===== src/rtl/instruction_fetch_if.sv =====
// Bus bundle between the instruction fetch unit, the PC redirect source,
// instruction memory and the decode stage. master = fetch unit side.
interface instruction_fetch_if #(
    parameter int WORD_SIZE     = 16,
    parameter int MEM_ADDR_SIZE = 8,
    parameter int QUEUE_DEPTH   = 4
);
    localparam int CNT_W = $clog2(QUEUE_DEPTH) + 1;

    logic                     redirect_enable;
    logic [MEM_ADDR_SIZE-1:0] redirect_addr;
    logic                     mem_req;
    logic [MEM_ADDR_SIZE-1:0] mem_addr;
    logic                     mem_ack;
    logic [WORD_SIZE-1:0]     mem_rdata;
    logic                     instr_valid;
    logic [WORD_SIZE-1:0]     instr_data;
    logic [MEM_ADDR_SIZE-1:0] instr_addr;
    logic                     instr_ready;
    logic [CNT_W-1:0]         queue_count;

    modport master (
        input  redirect_enable, redirect_addr, mem_ack, mem_rdata, instr_ready,
        output mem_req, mem_addr, instr_valid, instr_data, instr_addr, queue_count
    );

    modport slave (
        output redirect_enable, redirect_addr, mem_ack, mem_rdata, instr_ready,
        input  mem_req, mem_addr, instr_valid, instr_data, instr_addr, queue_count
    );
endinterface


===== src/rtl/instruction_fetch.sv =====
// Sequential instruction prefetcher with redirect handling and a small queue.
// Define FETCH_TRACE_EN to print fetch/push/drop/redirect trace messages.
//
// state     | meaning
// S_FETCH   | request words at fetch_addr while the queue has room
// S_STALL   | queue full, no request outstanding
// S_DISCARD | redirected with a request in flight; wait for its ack, drop it
module instruction_fetch #(
    parameter int WORD_SIZE     = 16,
    parameter int MEM_ADDR_SIZE = 8,
    parameter int QUEUE_DEPTH   = 4
) (
    input  logic                 clock,
    input  logic                 reset_enable_n,
    instruction_fetch_if.master  bus
);
    localparam int PTR_W = $clog2(QUEUE_DEPTH);
    localparam int CNT_W = PTR_W + 1;

    typedef enum logic [1:0] {S_FETCH, S_STALL, S_DISCARD} state_t;

    state_t                   r_state, w_state_next;
    logic                     r_mem_req, w_mem_req_next;
    logic [MEM_ADDR_SIZE-1:0] r_mem_addr, w_mem_addr_next;
    logic [MEM_ADDR_SIZE-1:0] r_fetch_addr, w_fetch_addr_next;
    logic [CNT_W-1:0]         r_count, w_count_next;
    logic [PTR_W-1:0]         r_rd_ptr, r_wr_ptr;
    logic [WORD_SIZE-1:0]     r_q_data [QUEUE_DEPTH];
    logic [MEM_ADDR_SIZE-1:0] r_q_addr [QUEUE_DEPTH];
    logic                     w_push, w_pop, w_flush;

    always_comb begin
        w_flush           = bus.redirect_enable;
        w_push            = r_mem_req && bus.mem_ack && (r_state == S_FETCH) && !w_flush;
        w_pop             = (r_count != '0) && bus.instr_ready && !w_flush;
        w_count_next      = w_flush ? '0 : r_count + CNT_W'(w_push) - CNT_W'(w_pop);
        w_state_next      = r_state;
        w_mem_req_next    = r_mem_req;
        w_mem_addr_next   = r_mem_addr;
        w_fetch_addr_next = r_fetch_addr;

        if (w_flush) begin
            w_fetch_addr_next = bus.redirect_addr;
            // An unacked request cannot be withdrawn; keep it on the bus and drop its data.
            if (r_mem_req && !bus.mem_ack) begin
                w_state_next = S_DISCARD;
            end else begin
                w_state_next    = S_FETCH;
                w_mem_req_next  = 1'b1;
                w_mem_addr_next = bus.redirect_addr;
            end
        end else begin
            case (r_state)
                S_FETCH: begin
                    if (w_push) w_fetch_addr_next = r_fetch_addr + MEM_ADDR_SIZE'(1);
                    if (w_count_next == CNT_W'(QUEUE_DEPTH)) begin
                        w_state_next   = S_STALL;
                        w_mem_req_next = 1'b0;
                    end else begin
                        w_mem_req_next  = 1'b1;
                        w_mem_addr_next = w_fetch_addr_next;
                    end
                end
                S_STALL: begin
                    if (w_count_next < CNT_W'(QUEUE_DEPTH)) begin
                        w_state_next    = S_FETCH;
                        w_mem_req_next  = 1'b1;
                        w_mem_addr_next = r_fetch_addr;
                    end
                end
                S_DISCARD: begin
                    if (bus.mem_ack) begin
                        w_state_next    = S_FETCH;
                        w_mem_req_next  = 1'b1;
                        w_mem_addr_next = r_fetch_addr;
                    end
                end
                default: begin
                    w_state_next   = S_FETCH;
                    w_mem_req_next = 1'b0;
                end
            endcase
        end
    end

    always_ff @(posedge clock) begin
        if (!reset_enable_n) begin
            r_state      <= S_FETCH;
            r_mem_req    <= 1'b0;
            r_mem_addr   <= '0;
            r_fetch_addr <= '0;
            r_count      <= '0;
            r_rd_ptr     <= '0;
            r_wr_ptr     <= '0;
            for (int i = 0; i < QUEUE_DEPTH; i++) begin
                r_q_data[i] <= '0;
                r_q_addr[i] <= '0;
            end
        end else begin
            r_state      <= w_state_next;
            r_mem_req    <= w_mem_req_next;
            r_mem_addr   <= w_mem_addr_next;
            r_fetch_addr <= w_fetch_addr_next;
            r_count      <= w_count_next;
            if (w_flush) begin
                r_rd_ptr <= '0;
                r_wr_ptr <= '0;
            end else begin
                if (w_push) begin
                    r_q_data[r_wr_ptr] <= bus.mem_rdata;
                    r_q_addr[r_wr_ptr] <= r_mem_addr;
                    r_wr_ptr           <= r_wr_ptr + PTR_W'(1);
                end
                if (w_pop) r_rd_ptr <= r_rd_ptr + PTR_W'(1);
            end
        end
    end

    assign bus.mem_req     = r_mem_req;
    assign bus.mem_addr    = r_mem_addr;
    assign bus.instr_valid = (r_count != '0);
    assign bus.instr_data  = r_q_data[r_rd_ptr];
    assign bus.instr_addr  = r_q_addr[r_rd_ptr];
    assign bus.queue_count = r_count;

`ifdef FETCH_TRACE_EN
    always @(posedge clock) begin
        if (reset_enable_n) begin
            if (w_flush) $display("Redirect to 0x%h", bus.redirect_addr);
            if (w_push) $display("Fetched 0x%h = 0x%h", r_mem_addr, bus.mem_rdata);
            else if (r_mem_req && bus.mem_ack) $display("Dropped 0x%h", r_mem_addr);
            if (w_mem_req_next && (!r_mem_req || bus.mem_ack)) $display("Fetching 0x%h", w_mem_addr_next);
        end
    end
`endif
endmodule


===== src/flat_wrapper.sv =====
// flat-port wrapper written by rule: the top's interface ports become plain ports
module instruction_fetch_flat 
#(
    parameter int WORD_SIZE     = 16,
    parameter int MEM_ADDR_SIZE = 8,
    parameter int QUEUE_DEPTH   = 4
)
  (clock, reset_enable_n, bus_redirect_enable, bus_redirect_addr, bus_mem_ack, bus_mem_rdata, bus_instr_ready, bus_mem_req, bus_mem_addr, bus_instr_valid, bus_instr_data, bus_instr_addr, bus_queue_count);
  instruction_fetch_if #(.WORD_SIZE(WORD_SIZE), .MEM_ADDR_SIZE(MEM_ADDR_SIZE), .QUEUE_DEPTH(QUEUE_DEPTH)) bus_i ();
  input  logic clock;
  input  logic reset_enable_n;
  input wire logic [$bits(bus_i.redirect_enable)-1:0] bus_redirect_enable;
  input wire logic [$bits(bus_i.redirect_addr)-1:0] bus_redirect_addr;
  input wire logic [$bits(bus_i.mem_ack)-1:0] bus_mem_ack;
  input wire logic [$bits(bus_i.mem_rdata)-1:0] bus_mem_rdata;
  input wire logic [$bits(bus_i.instr_ready)-1:0] bus_instr_ready;
  output wire logic [$bits(bus_i.mem_req)-1:0] bus_mem_req;
  output wire logic [$bits(bus_i.mem_addr)-1:0] bus_mem_addr;
  output wire logic [$bits(bus_i.instr_valid)-1:0] bus_instr_valid;
  output wire logic [$bits(bus_i.instr_data)-1:0] bus_instr_data;
  output wire logic [$bits(bus_i.instr_addr)-1:0] bus_instr_addr;
  output wire logic [$bits(bus_i.queue_count)-1:0] bus_queue_count;
  assign bus_i.redirect_enable = bus_redirect_enable;
  assign bus_i.redirect_addr = bus_redirect_addr;
  assign bus_i.mem_ack = bus_mem_ack;
  assign bus_i.mem_rdata = bus_mem_rdata;
  assign bus_i.instr_ready = bus_instr_ready;
  assign bus_mem_req = bus_i.mem_req;
  assign bus_mem_addr = bus_i.mem_addr;
  assign bus_instr_valid = bus_i.instr_valid;
  assign bus_instr_data = bus_i.instr_data;
  assign bus_instr_addr = bus_i.instr_addr;
  assign bus_queue_count = bus_i.queue_count;
  instruction_fetch #(.WORD_SIZE(WORD_SIZE), .MEM_ADDR_SIZE(MEM_ADDR_SIZE), .QUEUE_DEPTH(QUEUE_DEPTH)) u_core (.clock(clock), .reset_enable_n(reset_enable_n), .bus(bus_i));
endmodule

===== config.mk =====
export PLATFORM = sky130hd
export DESIGN_NAME = instruction_fetch_flat
export DESIGN_NICKNAME = d
export VERILOG_FILES = /design/src/rtl/instruction_fetch_if.sv /design/src/rtl/instruction_fetch.sv /design/src/flat_wrapper.sv
export SDC_FILE = /design/constraint.sdc
export NUM_CORES = 1
export LEC_CHECK = 0
export CORE_MARGIN = 3
export CORE_UTILIZATION = 30
export CTS_BUF_LIST = sky130_fd_sc_hd__clkbuf_4 sky130_fd_sc_hd__clkbuf_8 sky130_fd_sc_hd__clkbuf_16
export DETAILED_ROUTE_END_ITERATION = 7
export GPL_TIMING_DRIVEN = 0
export PLACE_DENSITY_LB_ADDON = 0.12
export SETUP_SLACK_MARGIN = 0.1
export SLEW_MARGIN = 0
export SYNTH_ARGS = -nofsm -noshare
export SYNTH_HDL_FRONTEND = slang
export SYNTH_SLANG_ARGS = --single-unit

===== constraint.sdc =====
create_clock -name clock -period 3.9 [get_ports clock]
set_clock_uncertainty 0.2 [all_clocks]
set_input_delay 0.78 -clock clock [delete_from_list [all_inputs] [get_ports clock]]
set_output_delay 0.78 -clock clock [all_outputs]
set_load 0.01 [all_outputs]

==> out/qor.txt <==
non-filler cells, final: 788
Setup WS post-layout: 0.293 ns
M1 GR Usage: 0.169
CTS tree: yes
Vias: 3675
DRC: 0
Leakage: 2.78 nW
first-pass GRT wire length: 22.5 mm
FP Rows: 50
Routed Wire Length: 14.1 mm
DR vias/cell: 4.66
Worst slew margin: 0.403
crit start category: primary input
Reg2Reg Setup Slack: 0.45 ns
clock tree sinks: 124
Synth Flop Type: edfxtp_1
worst setup path start: bus_mem_ack
Simple-Gate Fraction of Synth Area: 0.173
Filler Cell Count: 1823
area grow syn2layout: 27.7%
CP endpoint kind: register
period utilization: 0.925
clock-pin slew on the worst setup and hold paths: 0.05 ns
Achievable Freq: 277 MHz
Crit path required time: 4.00 ns
run status: completed
Starting Density: 0.308
CTS Buf Count: 17
fin area: 7430 µm²
largest family of logic cells by synthesized area: simple AND/OR/NAND/NOR gates
busiest grt layer: met2
Synth Instances: 430
unrepaired setup endpoints after global routing: false
CP endpoint: u_core.bus.mem_addr[3]$_SDFFE_PN0P_
Worst Hold Class: reg2reg
setup total negative slack: 0 ns
Hold Buf Count CTS: 0
1st-iter DRT viols: 223
Max VDD drop: 0.000241 V
vias in the first global route: 3976
WHS: 0.320 ns
Synth cell types: 55
layout cells sized above 1: 0.159
DP Worst Slack: -0.574 ns
Reg-to-Reg End: u_core.bus.mem_addr[3]$_SDFFE_PN0P_
Mean Syn Cell Area: 13.5 µm²
DP Area: 6890 µm²
Finished Core Util: 0.393
post-layout minimum cycle time: 3.61 ns
Synth Register Bits: 124
arrival time of the worst setup path: 3.71 ns
r2r startpoint: u_core.r_state[0]$_SDFFE_PN0P_
Ports: 66
Placed Cells: 757
most common cell after layout, fill and taps aside: edfxtp_1
global route overflow: 0
crit path cell chain: clkdlybuf4s50_1, nand4b_4, inv_2, buf_2, ha_1, inv_1, fa_1, and3b_1, o211ai_4, and2_1, buf_6, a41o_1
# diodes: 0
ANT nets after route: 0
post-synthesis compound-gate area fraction: 0.0577
Crit Path Class: in2reg
ys async rst share: 0
Port Buffers: 64
H-tree Lvls: 4
buffer count from post-CTS setup fixing: 0
Worst Reg-to-Reg Cells: 13
post-synthesis sequential area ratio: 0.592
area of the mapped netlist: 5820 µm²
CTS root buf: clkbuf_16
drt pass-1 iters: 4
Chip Width: 145 µm
EDFF count, synth: 96
Post-Synth XOR/XNOR Area: 0.0247
final setup fails: 0
Pwr Density: 431 nW/µm²
die area: 21100 µm²
most frequent cells in the layout: 96 x edfxtp_1, 73 x and2_1, 64 x clkdlybuf4s50_1
Syn. warnings: 0
GR Util met2: 0.241
Crit Path Max Fanout: 19
pin count of the biggest net entering global routing: 25
post-synthesis adder-cell area fraction: 0.0185
syn nets: 467
initial antenna violation count: 0
Final Hold Viols: 0
worst-margin pin slew: 0.895 ns
hpwl dp: 9.50 mm
Critical Path Max Stage Delay: 0.55 ns
Core Footprint: 18900 µm²
Power Total: 3.20 mW
nets@finish: 552
Clock Path Buffers: 2
Die Ht: 145 µm
mux share of post-synthesis cell area: 0.103
global-route usage over all layers: 0.140
Max Slew Vio Count: 0
critical path's slowest cell: clkdlybuf4s50_1
RePlAce Congestion: 0.827
drt wl/cell: 17.9 µm
met3 Usage GRT: 0.0387
worst-skew pair later-pin latency: 0.42 ns
maxcap violations: 0
[synthesized netlist by cell type (all sizes together), types with 3 or more instances]
cell type  instances  area share
a21boi             3      0.0039
a21oi             12       0.010
a31o               4      0.0060
and2              73       0.079
and3              28       0.030
buf               13       0.013
clkbuf            17       0.011
dfxtp             28       0.096
edfxtp            96        0.50
ha                 7       0.015
inv               11      0.0071
mux2i              6       0.010
mux4              24       0.093
nand2             20       0.013
nand2b             4      0.0043
nand3              5      0.0043
nand4              5      0.0054
nor2              14      0.0090
nor2b              5      0.0054
nor4               3      0.0043
o21ai              9      0.0077
xnor2              6      0.0090
xor2               5      0.0075
[metal layers]
layer  share of wire  wire [µm]
met1            0.44       6150
met5               0          0
met4           0.010        146
met3           0.043        611
met2            0.51       7220
[sequential cells by signal, indices dropped and copies added, names as in the netlist, named ones only]
signal                  cells
u_core.bus.mem_addr         8
u_core.r_rd_ptr             2
u_core.bus.mem_req          1
u_core.r_fetch_addr         8
u_core.bus.queue_count      3
u_core.r_q_addr            32
u_core.r_state              2
u_core.r_wr_ptr             2
u_core.r_q_data            64
[critical path, delay by kind of cell]
kind,cells,cell delay [ns]
simple gates,3,0.58
fa+ha+maj,2,0.75
buf+inv,5,1.23
compound gates,2,0.35
[kinds of logic after synthesis]
kind of cell | count (synthesis)
buffers and inverters | 41
and+or+nand+nor | 168
DFF | 124
AOI/OAI and AO/OA | 46
muxes | 30
adders and majority gates | 8
xor gates and xnor gates | 13
[timing repair]
item                                    in CTS  in global routing
endpoints found under the hold margin        0                  0
resized for setup                            1                  0
endpoints found under the setup margin      35                  0
[cell type report]
class / count / area [µm²] / area share
timing repair buffer: 67 / 716 / 0.0964
sequential: 124 / 3440 / 0.464
clock inverter: 4 / 20.0 / 0.00270
clock buffer: 28 / 514 / 0.0693
inverter: 11 / 41.3 / 0.00556
multi-input combinational: 265 / 2230 / 0.300
tap: 260 / 325 / 0.0438
buffer: 29 / 136 / 0.0184
[worst min-delay path by stage]
stage	start	to	slack [ns]	depth (start not counted)
2_1_floorplan	u_core.r_fetch_addr[1]$_SDFFE_PN0P_	u_core.r_fetch_addr[1]$_SDFFE_PN0P_	0.27	2
3_3_place_gp	u_core.r_fetch_addr[1]$_SDFFE_PN0P_	u_core.r_fetch_addr[1]$_SDFFE_PN0P_	0.30	2
3_5_place_dp	u_core.r_fetch_addr[1]$_SDFFE_PN0P_	u_core.r_fetch_addr[1]$_SDFFE_PN0P_	0.31	2
4_1_cts	u_core.r_fetch_addr[1]$_SDFFE_PN0P_	u_core.r_fetch_addr[1]$_SDFFE_PN0P_	0.32	2
5_1_grt	u_core.r_fetch_addr[1]$_SDFFE_PN0P_	u_core.r_fetch_addr[1]$_SDFFE_PN0P_	0.35	2
6_report	u_core.r_fetch_addr[1]$_SDFFE_PN0P_	u_core.r_fetch_addr[1]$_SDFFE_PN0P_	0.32	2
[where the power goes]
part / total, mW / leakage (nW) / internal [mW] / switching, mW
sequential: 1.52 / 1.22 / 1.48 / 0.0336
combinational: 0.277 / 1.28 / 0.138 / 0.139
clock: 1.41 / 0.278 / 0.892 / 0.519
total: 3.20 / 2.78 / 2.51 / 0.692
Note: power is estimated with default switching activity, not from simulation.
